File: src/rtl/gpio_led_pkg.sv
// Shared definitions for the LED/GPIO output stage: channel mode encoding.
package gpio_led_pkg;

    localparam int unsigned MODE_W = 2;

    localparam logic [MODE_W-1:0] MODE_OFF    = 2'd0;
    localparam logic [MODE_W-1:0] MODE_DIRECT = 2'd1;
    localparam logic [MODE_W-1:0] MODE_PWM    = 2'd2;
    localparam logic [MODE_W-1:0] MODE_BLINK  = 2'd3;

endpackage

File: src/rtl/gpio_led_chan.sv
// One LED channel: mode/duty/period registers, blink state and the logical-level mux.
module gpio_led_chan
    import gpio_led_pkg::*;
#(
    parameter int unsigned PWM_W   = 8,
    parameter int unsigned BLINK_W = 8
) (
    input  logic               clk,
    input  logic               rst_n,
    input  logic               wr_en,
    input  logic [MODE_W-1:0]  wr_mode,
    input  logic [PWM_W-1:0]   wr_duty,
    input  logic [BLINK_W-1:0] wr_period,
    input  logic               gpio,
    input  logic [PWM_W-1:0]   pwm_cnt,
    input  logic               frame,
    input  logic               force_on,
    output logic               lv
);

    logic [MODE_W-1:0]  mode_q, mode_d;
    logic [PWM_W-1:0]   duty_q, duty_d;
    logic [BLINK_W-1:0] period_q, period_d;
    logic [BLINK_W-1:0] bcnt_q, bcnt_d;
    logic               phase_q, phase_d;
    logic               pwm_on;

    always_comb begin
        mode_d   = mode_q;
        duty_d   = duty_q;
        period_d = period_q;
        bcnt_d   = bcnt_q;
        phase_d  = phase_q;
        if (frame) begin
            if (bcnt_q == period_q) begin
                bcnt_d  = '0;
                phase_d = ~phase_q;
            end else begin
                bcnt_d = bcnt_q + BLINK_W'(1);
            end
        end
        // A config write restarts the blink sequence even on a frame cycle.
        if (wr_en) begin
            mode_d   = wr_mode;
            duty_d   = wr_duty;
            period_d = wr_period;
            bcnt_d   = '0;
            phase_d  = 1'b0;
        end
    end

    always_ff @(posedge clk or negedge rst_n) begin
        if (!rst_n) begin
            mode_q   <= MODE_DIRECT;
            duty_q   <= '1;
            period_q <= '0;
            bcnt_q   <= '0;
            phase_q  <= 1'b0;
        end else begin
            mode_q   <= mode_d;
            duty_q   <= duty_d;
            period_q <= period_d;
            bcnt_q   <= bcnt_d;
            phase_q  <= phase_d;
        end
    end

    // Full-scale duty must stay lit through the pwm_cnt==max slot.
    assign pwm_on = (duty_q == '1) || (pwm_cnt < duty_q);

    always_comb begin
        lv = 1'b0;
        if (force_on) begin
            lv = 1'b1;
        end else begin
            case (mode_q)
                MODE_OFF:    lv = 1'b0;
                MODE_DIRECT: lv = gpio;
                MODE_PWM:    lv = gpio & pwm_on;
                MODE_BLINK:  lv = phase_q;
                default:     lv = 1'b0;
            endcase
        end
    end

endmodule

File: src/rtl/gpio_led_ctrl.sv
// LED/GPIO output stage: shared prescaler, PWM counter, trap indicator and config port,
// driving N_CH per-channel mode muxes into registered, polarity-corrected pins.
module gpio_led_ctrl
    import gpio_led_pkg::*;
#(
    parameter int unsigned     N_CH      = 5,
    parameter logic [N_CH-1:0] ACT_LOW   = 5'b01100,
    parameter int unsigned     PWM_W     = 8,
    parameter int unsigned     BLINK_W   = 8,
    parameter int unsigned     PRESC_DIV = 125,
    parameter int unsigned     TRAP_CH   = 4,
    localparam int unsigned    CHW       = (N_CH > 1) ? $clog2(N_CH) : 1
) (
    input  logic               clk_i,
    input  logic               rst_n_i,
    input  logic [N_CH-1:0]    gpio_i,
    input  logic               trap_i,
    input  logic               cfg_valid_i,
    output logic               cfg_ready_o,
    input  logic [CHW-1:0]     cfg_ch_i,
    input  logic [MODE_W-1:0]  cfg_mode_i,
    input  logic [PWM_W-1:0]   cfg_duty_i,
    input  logic [BLINK_W-1:0] cfg_period_i,
    output logic               cfg_err_o,
    output logic [N_CH-1:0]    led_o
);

    localparam int unsigned PRESC_W = (PRESC_DIV > 1) ? $clog2(PRESC_DIV) : 1;

    logic [PRESC_W-1:0] presc_q, presc_d;
    logic [PWM_W-1:0]   pwm_cnt_q, pwm_cnt_d;
    logic               trap_seen_q, trap_seen_d;
    logic               ready_q, ready_d;
    logic               err_q, err_d;
    logic [N_CH-1:0]    led_q, led_d;
    logic [N_CH-1:0]    lv;
    logic               tick;
    logic               frame;
    logic               accept;
    logic               ch_valid;

    assign tick     = (presc_q == PRESC_W'(PRESC_DIV - 1));
    assign frame    = tick && (pwm_cnt_q == '1);
    assign accept   = cfg_valid_i && ready_q;
    assign ch_valid = 32'(cfg_ch_i) < N_CH;

    always_comb begin
        presc_d     = tick ? '0 : presc_q + PRESC_W'(1);
        pwm_cnt_d   = tick ? pwm_cnt_q + PWM_W'(1) : pwm_cnt_q;
        trap_seen_d = trap_seen_q | trap_i;
        // Ready drops for one cycle after every accept, limiting writes to one per two clocks.
        ready_d     = ~accept;
        err_d       = accept & ~ch_valid;
        led_d       = lv ^ ACT_LOW;
    end

    always_ff @(posedge clk_i or negedge rst_n_i) begin
        if (!rst_n_i) begin
            presc_q     <= '0;
            pwm_cnt_q   <= '0;
            trap_seen_q <= 1'b0;
            ready_q     <= 1'b0;
            err_q       <= 1'b0;
            led_q       <= ACT_LOW;
        end else begin
            presc_q     <= presc_d;
            pwm_cnt_q   <= pwm_cnt_d;
            trap_seen_q <= trap_seen_d;
            ready_q     <= ready_d;
            err_q       <= err_d;
            led_q       <= led_d;
        end
    end

    for (genvar c = 0; c < N_CH; c++) begin : g_chan
        gpio_led_chan #(
            .PWM_W   (PWM_W),
            .BLINK_W (BLINK_W)
        ) u_chan (
            .clk       (clk_i),
            .rst_n     (rst_n_i),
            .wr_en     (accept && (cfg_ch_i == CHW'(c))),
            .wr_mode   (cfg_mode_i),
            .wr_duty   (cfg_duty_i),
            .wr_period (cfg_period_i),
            .gpio      (gpio_i[c]),
            .pwm_cnt   (pwm_cnt_q),
            .frame     (frame),
            .force_on  (trap_seen_q && (c == TRAP_CH)),
            .lv        (lv[c])
        );
    end

    assign cfg_ready_o = ready_q;
    assign cfg_err_o   = err_q;
    assign led_o       = led_q;

endmodule

File: config.mk
export PLATFORM = sky130hd
export DESIGN_NAME = gpio_led_ctrl
export DESIGN_NICKNAME = d
export VERILOG_FILES = /design/src/rtl/gpio_led_pkg.sv /design/src/rtl/gpio_led_chan.sv /design/src/rtl/gpio_led_ctrl.sv
export SDC_FILE = /design/constraint.sdc
export NUM_CORES = 1
export LEC_CHECK = 0
export CORE_AREA = 5 5 151 153
export CTS_CLUSTER_SIZE = 28
export DETAILED_ROUTE_END_ITERATION = 16
export DIE_AREA = 0 0 156 158
export GPL_ROUTABILITY_DRIVEN = 0
export SLEW_MARGIN = 10
export SYNTH_ARGS = -nofsm -noshare
export SYNTH_HDL_FRONTEND = slang
export SYNTH_SLANG_ARGS = --single-unit
File: constraint.sdc
create_clock -name clk_i -period 2.6 [get_ports clk_i]
set_input_delay 0.26 -clock clk_i [delete_from_list [all_inputs] [get_ports clk_i]]
set_output_delay 0.26 -clock clk_i [all_outputs]
set_load 0.005 [all_outputs]
==> impl_metrics.env, run 1 <==
export IMPL_vias_per_cell=5.21
export IMPL_crit_path_cell_trace="ha_1 > and4_1 > and4_1 > buf_12 > nor2_1 > a2bb2oi_1 > o31ai_1"
export IMPL_path_buf_inv=1
export IMPL_rsz0062_at_grt="no"
export IMPL_peakVddDrop_v=0.000386
export IMPL_hold_ws_ns=0.371
export IMPL_p_int_w=0.00532
export IMPL_antenna_found_initial=0
export IMPL_min_period_over_period_pct=77.2
export IMPL_port_buffers=36
export IMPL_diodes=0
export IMPL_pin_count=37
export IMPL_grt_pass1_vias=6072
export IMPL_nets=978
export IMPL_critPathMaxStageDelay_ns=0.45
export IMPL_syn_cell_area_mm2=0.00837
export IMPL_async_flop_share_pct=100
export IMPL_setup_tns_ns=0
export IMPL_dp_hpwl_um=13600
export IMPL_start_util_pct=39.1
export IMPL_clockBufferDepth=2
export IMPL_ys_flop_type="dfrtp_1"
export IMPL_combPwrFrac_pct=14.7
export IMPL_path_clk_slew_ns=0.07
export IMPL_worstSetupStartpointType="register"
export IMPL_critPathTopFamily="simple AND/OR/NAND/NOR gates"
export IMPL_cts_hold_fix_buffers=1
export IMPL_slowest_stage="dfrtp_1"
export IMPL_worst_path_most_repeated_cell="and4_1"
export IMPL_die_area_mm2=0.0246
export IMPL_ant_nets=0
export IMPL_period_minus_slack_ns=2.01
export IMPL_outcome="completed"
export IMPL_die_width_um=156
export IMPL_cts_root_buf="clkbuf_16"
export IMPL_post_cts_buffers=0
export IMPL_rrSetupSlack_ns=0.59
export IMPL_cp_required_ns=2.93
export IMPL_drc=0
export IMPL_overflow=0
export IMPL_cts_buffers_inserted=17
export IMPL_min_path_type="in -> async"
export IMPL_wl_per_cell_um=16.5
export IMPL_mostFrequentLayoutCells="nand2_1 (169), dfrtp_1 (111), o21ai_0 (59)"
export IMPL_multi_input_area_mm2=0.00404
export IMPL_final_hold_viol_count=0
export IMPL_clock_sinks=158
export IMPL_drive_gt1_share_pct=14.6
export IMPL_post_cts_resized=0
export IMPL_synth_seq_cells=158
export IMPL_tritoncts="yes"
export IMPL_p_per_area_mw_per_mm2=732
export IMPL_drv_cap=0
export IMPL_critPathKind="reg -> reg"
export IMPL_core_mm2=0.0214
export IMPL_grtUsageTotal_pct=16.8
export IMPL_final_fill_count=2026
export IMPL_relSlewSlack_pct=60.1
export IMPL_seqPwrFrac_pct=45.4
export IMPL_crit_arrival_ns=2.34
export IMPL_synth_edf_count=0
export IMPL_regArea_mm2=0.00401
export IMPL_syn2layout_area_growth_pct=16.7
export IMPL_crit_path_max_fanout=29
export IMPL_yosysWarnings=0
export IMPL_worst_slew_pin_transition_ns=0.598
export IMPL_synthCells=863
export IMPL_syn_avg_cell_area_um2=9.69
export IMPL_cts_max_level=4
export IMPL_p_clk_share_pct=39.8
export IMPL_clk_insertion_delay_late_ns=0.43
export IMPL_layout_commonest_cell="nand2_1"
export IMPL_syn_nets=936
export IMPL_chipHeight_um=158
export IMPL_ys_seq_area_share_pct=48.0
export IMPL_route_vias_total=6247
export IMPL_wirelength_um=19700
export IMPL_grt_max_degree=62
export IMPL_detail_route_iter0_violations=338
export IMPL_leakagePower_nw=4.37
export IMPL_skew_ns=0.0109
export IMPL_synthDistinctLibCells=57
export IMPL_setup_viol=0
export IMPL_firstDrtPassIters=5
export IMPL_fmax_mhz=498
export IMPL_p_sw_w=0.00182
export IMPL_maxSlewViolCount=0
export IMPL_grt_pass1_wl_um=32400
export IMPL_rows=54
export IMPL_crit_path_end_kind="register"
export IMPL_switching_share_pct=25.5
==> cells in the mapped netlist, types with 13 or more instances <==
master | n | share of area, %
nand3_1 | 58 | 3.5
o21ai_0 | 59 | 3.5
buf_2 | 17 | 1.0
a2bb2oi_1 | 15 | 1.6
dfrtp_1 | 111 | 33
dfstp_2 | 47 | 15
inv_1 | 38 | 1.7
and3_1 | 26 | 1.9
xor2_1 | 21 | 2.2
nor2_1 | 23 | 1.0
a21oi_1 | 35 | 2.1
mux2_2 | 19 | 2.6
nand4_1 | 13 | 0.97
nand2_1 | 169 | 7.6
o31ai_1 | 16 | 1.4
xnor2_1 | 31 | 3.2
nor3_1 | 14 | 0.84
ha_1 | 43 | 6.4
==> routing by layer <==
metal,GRT usage (%),share of wire [%]
met5,0,0
met4,4.54,1.1
met3,3.80,3.4
met2,26.9,47
met1,23.0,48
==> registers in the layout, summed over array words and instances, names as in the netlist <==
name / cells
g_chan.u_chan.phase_q: 5
g_chan.u_chan.period_q: 40
g_chan.u_chan.mode_q: 10
g_chan.u_chan.bcnt_q: 40
g_chan.u_chan.duty_q: 40
presc_q: 7
cfg_err_o: 1
cfg_ready_o: 1
led_o: 5
trap_seen_q: 1
pwm_cnt_q: 8
==> per-stage QoR <==
step	power, W	std cells	worst slack (ns)	util [%]	area [um2]
after floorplan	0.00394	863	0.871	-	8370
after global placement	0.00432	1165	0.509	42.4	9080
after detailed placement	0.00434	1165	0.466	42.4	9080
after CTS	0.00724	1198	0.582	45.6	9760
after global routing	0.00753	1198	0.434	45.6	9760
final	0.00715	1198	0.594	45.6	9760
==> area by class of cell <==
cell class                      instances  area share (%)
Timing Repair Buffer                   54            5.63
Tap cell                              280            3.59
Inverter                               38            1.46
Clock buffer                           21            4.72
Clock inverter                         11            2.18
Sequential cell                       158            41.1
Multi-Input combinational cell        636            41.3
==> cell families (layout without fill, tap and decap cells) <==
| family | Yosys count | count (layout) | share of synthesized area (%) |
|---|---|---|---|
| compound gates | 152 | 152 | 11.2 |
| xor+xnor | 52 | 52 | 5.44 |
| fa+ha+maj | 43 | 43 | 6.43 |
| buf+inv | 69 | 124 | 3.80 |
| flops | 158 | 158 | 48.0 |
| mux | 32 | 32 | 4.28 |
| simple gates | 357 | 357 | 20.8 |
==> worst reg2reg max path, delay by kind of cell (launching register included) <==
kind,cells,cell delay (ns)
AND/OR/NAND/NOR,3,0.83
flip-flops,1,0.45
adder cells (fa/ha/maj),1,0.23
AO/OA/AOI/OAI,2,0.20
buffers and inverters,1,0.19
==> power by group through the flow <==
stage                     logic, W  clock network (W)  registers [W]
final                      0.00105            0.00285        0.00325
after global routing       0.00122            0.00301        0.00330
after CTS                  0.00107            0.00292        0.00325
after detailed placement   0.00106                  0        0.00328
after global placement     0.00103                  0        0.00328
after floorplan           0.000723                  0        0.00321
==> worst paths after layout <==
kind | start | endpoint | cells past startpoint
setup / recovery | pwm_cnt_q[1] | g_chan[2].u_chan.bcnt_q[6] | 7
hold / removal | rst_n_i | g_chan[2].u_chan.period_q[5] | 2
setup reg to reg | pwm_cnt_q[1] | g_chan[2].u_chan.bcnt_q[6] | 7
hold reg to reg | cfg_ready_o | cfg_ready_o | 1
max in group asynchronous | rst_n_i | g_chan[0].u_chan.duty_q[2] | 3
min in group clk_i | cfg_valid_i | cfg_ready_o | 2
Note: power is estimated with default switching activity, not from simulation.
==> run 2, diff against run 1 <==
==> constraint.sdc (replaced) <==
create_clock -name clk_i -period 1.99 [get_ports clk_i]
set_input_delay 0.199 -clock clk_i [delete_from_list [all_inputs] [get_ports clk_i]]
set_output_delay 0.199 -clock clk_i [all_outputs]
set_load 0.005 [all_outputs]
==> run 2 against run 1 <==
  * Core utilization up 0.62 points
  * Worst hold slack worse by 0.082 ns
  * Sequential cell count unchanged
  * Clock skew down 0.0036 ns
  * Sequential share of layout area is 0.55 points lower
  * Clock-buffer cell count decreased by 4
  * Maximum frequency increased by 6.2%
  * Critical path type unchanged
==> impl_metrics.env, run 2 (synthesis gave the netlist of run 1 again) <==
export IMPL_vias_per_cell=5.24
export IMPL_diodes=0
export IMPL_dp_hpwl_um=14200
export IMPL_drv_cap=0
export IMPL_fin_area_mm2=0.00990
export IMPL_drc=0
export IMPL_period_minus_slack_ns=1.89
export IMPL_chipHeight_um=158
export IMPL_dp_slack_ns=-0.0268
export IMPL_route_vias_total=6396
export IMPL_layout_commonest_cell="nand2_1"
export IMPL_placed_area_mm2=0.00928
export IMPL_grt_pass1_vias=6253
export IMPL_final_hold_viol_count=0
export IMPL_syn2layout_area_growth_pct=18.3
export IMPL_core_mm2=0.0214
export IMPL_mostFrequentLayoutCells="nand2_1 (169), dfrtp_1 (111), o21ai_0 (59)"
export IMPL_port_buffers=36
export IMPL_maxSlewViolCount=0
export IMPL_ant_nets=0
export IMPL_cp_required_ns=2.33
export IMPL_clock_sinks=158
export IMPL_setup_viol=0
export IMPL_grt_pass1_wl_um=33300
export IMPL_leakagePower_nw=4.45
export IMPL_rsz0062_at_grt="no"
export IMPL_antenna_found_initial=0
export IMPL_detail_route_iter0_violations=307
export IMPL_relSlewSlack_pct=64.6
export IMPL_crit_arrival_ns=2.23
export IMPL_reg_top3="g_chan.u_chan.bcnt_q (40), g_chan.u_chan.duty_q (40), g_chan.u_chan.period_q (40)"
export IMPL_peakVddDrop_v=0.000501
export IMPL_outcome="completed"
export IMPL_pin_count=37
export IMPL_fmax_mhz=529
export IMPL_worstSetupStartpointType="register"
export IMPL_die_area_mm2=0.0246
export IMPL_firstDrtPassIters=5
export IMPL_rows=54
export IMPL_cts_root_buf="clkbuf_16"
export IMPL_p_per_area_mw_per_mm2=904
export IMPL_skew_ns=0.00727
export IMPL_path_clk_slew_ns=0.06
export IMPL_final_fill_count=2018
export IMPL_crit_path_max_fanout=7
export IMPL_wirelength_um=20300
export IMPL_die_width_um=156
export IMPL_clockBufferDepth=2
export IMPL_min_period_over_period_pct=94.9
export IMPL_crit_path_end_kind="register"
export IMPL_grtUsageTotal_pct=17.1
export IMPL_wl_per_cell_um=16.7
export IMPL_tritoncts="yes"
export IMPL_clk_insertion_delay_late_ns=0.43
export IMPL_cts_buffers_inserted=17
export IMPL_nets=1000
export IMPL_overflow=0
export IMPL_worst_slack_ns=0.101
export IMPL_min_path_type="in -> async"
export IMPL_critPathKind="reg -> reg"
export IMPL_cts_max_level=4
export IMPL_start_util_pct=39.1
export IMPL_drive_gt1_share_pct=17.0
export IMPL_grt_max_degree=54
export IMPL_worst_slew_pin_transition_ns=0.529
[run 2: cell types whose count changed in the layout (fill, tap and decap cells not counted), sizes merged]
cell / previous run / this run
buf: 18 / 40
clkinv: 2 / 7
bufinv: 6 / 2
clkbuf: 21 / 17
inv: 38 / 41
[run 2: power breakdown]
group | internal [W] | leakage [nW] | total [W] | switching, W
Sequential | 0.00388 | 1.94 | 0.00426 | 0.000381
Combinational | 0.000691 | 2.23 | 0.00140 | 0.000710
Clock | 0.00187 | 0.278 | 0.00329 | 0.00142
[run 2: repair_timing]
item                                   CTS  global route
setup buffers                            0             0
gates resized for setup                  0             5
setup endpoints to repair                0            17
hold buffers                             1             0
endpoints found under the hold margin   49             0
[run 2: worst paths after layout]
kind	depth (start not counted)	startpoint	slack [ns]	to
worst max register to register	6	pwm_cnt_q[1]	0.10	led_o[4]
max in group asynchronous	3	rst_n_i	0.96	g_chan[3].u_chan.mode_q[0]
worst max-delay path	6	pwm_cnt_q[1]	0.10	led_o[4]
worst min register to register	2	g_chan[2].u_chan.duty_q[0]	0.48	g_chan[2].u_chan.duty_q[0]
worst min-delay path	2	rst_n_i	0.29	g_chan[2].u_chan.period_q[7]
min in group clk_i	2	cfg_valid_i	0.34	cfg_ready_o
[run 2: routing by layer]
| metal | vias to the layer above | GRT usage (%) | share of wire [%] | routed length [um] |
|---|---|---|---|---|
| met2 | 96 | 28.2 | 48 | 9760 |
| met1 | 3135 | 23.2 | 47 | 9520 |
| met4 | 0 | 5.21 | 2.0 | 402 |
| li1 | 3141 | - | - | - |
| met3 | 24 | 2.76 | 3.1 | 637 |
| met5 | - | 0 | 0 | 0 |
[run 2: critical path: stages (launching register included)]
cell,delay [ns]
dfrtp_1,0.38
buf_4,0.18
ha_1,0.30
a21o_1,0.16
a2111oi_1,0.46
o31ai_1,0.15
a22oi_1,0.18
[run 2: layout make-up]
class | instances | area, um2 | share of cell area, %
inverters | 38 | 143 | 1.44
multi-input cells | 636 | 4040 | 40.9
well taps | 280 | 350 | 3.54
clock buffers | 17 | 425 | 4.30
repair buffers | 76 | 756 | 7.64
flip-flops and latches | 158 | 4010 | 40.5
clock inverters | 15 | 165 | 1.67
[run 2: per-stage QoR]
stage	total power (W)	util [%]	cells	TNS, ns	hold WS [ns]
floorplan	0.00514	-	863	0	-0.0966
global placement	0.00568	43.3	1187	-0.0453	0.203
detailed placement	0.00571	43.3	1187	-0.173	0.196
CTS	0.00905	46.1	1220	0	0.312
global route	0.00943	46.2	1220	0	0.327
finish	0.00895	46.2	1220	0	0.289
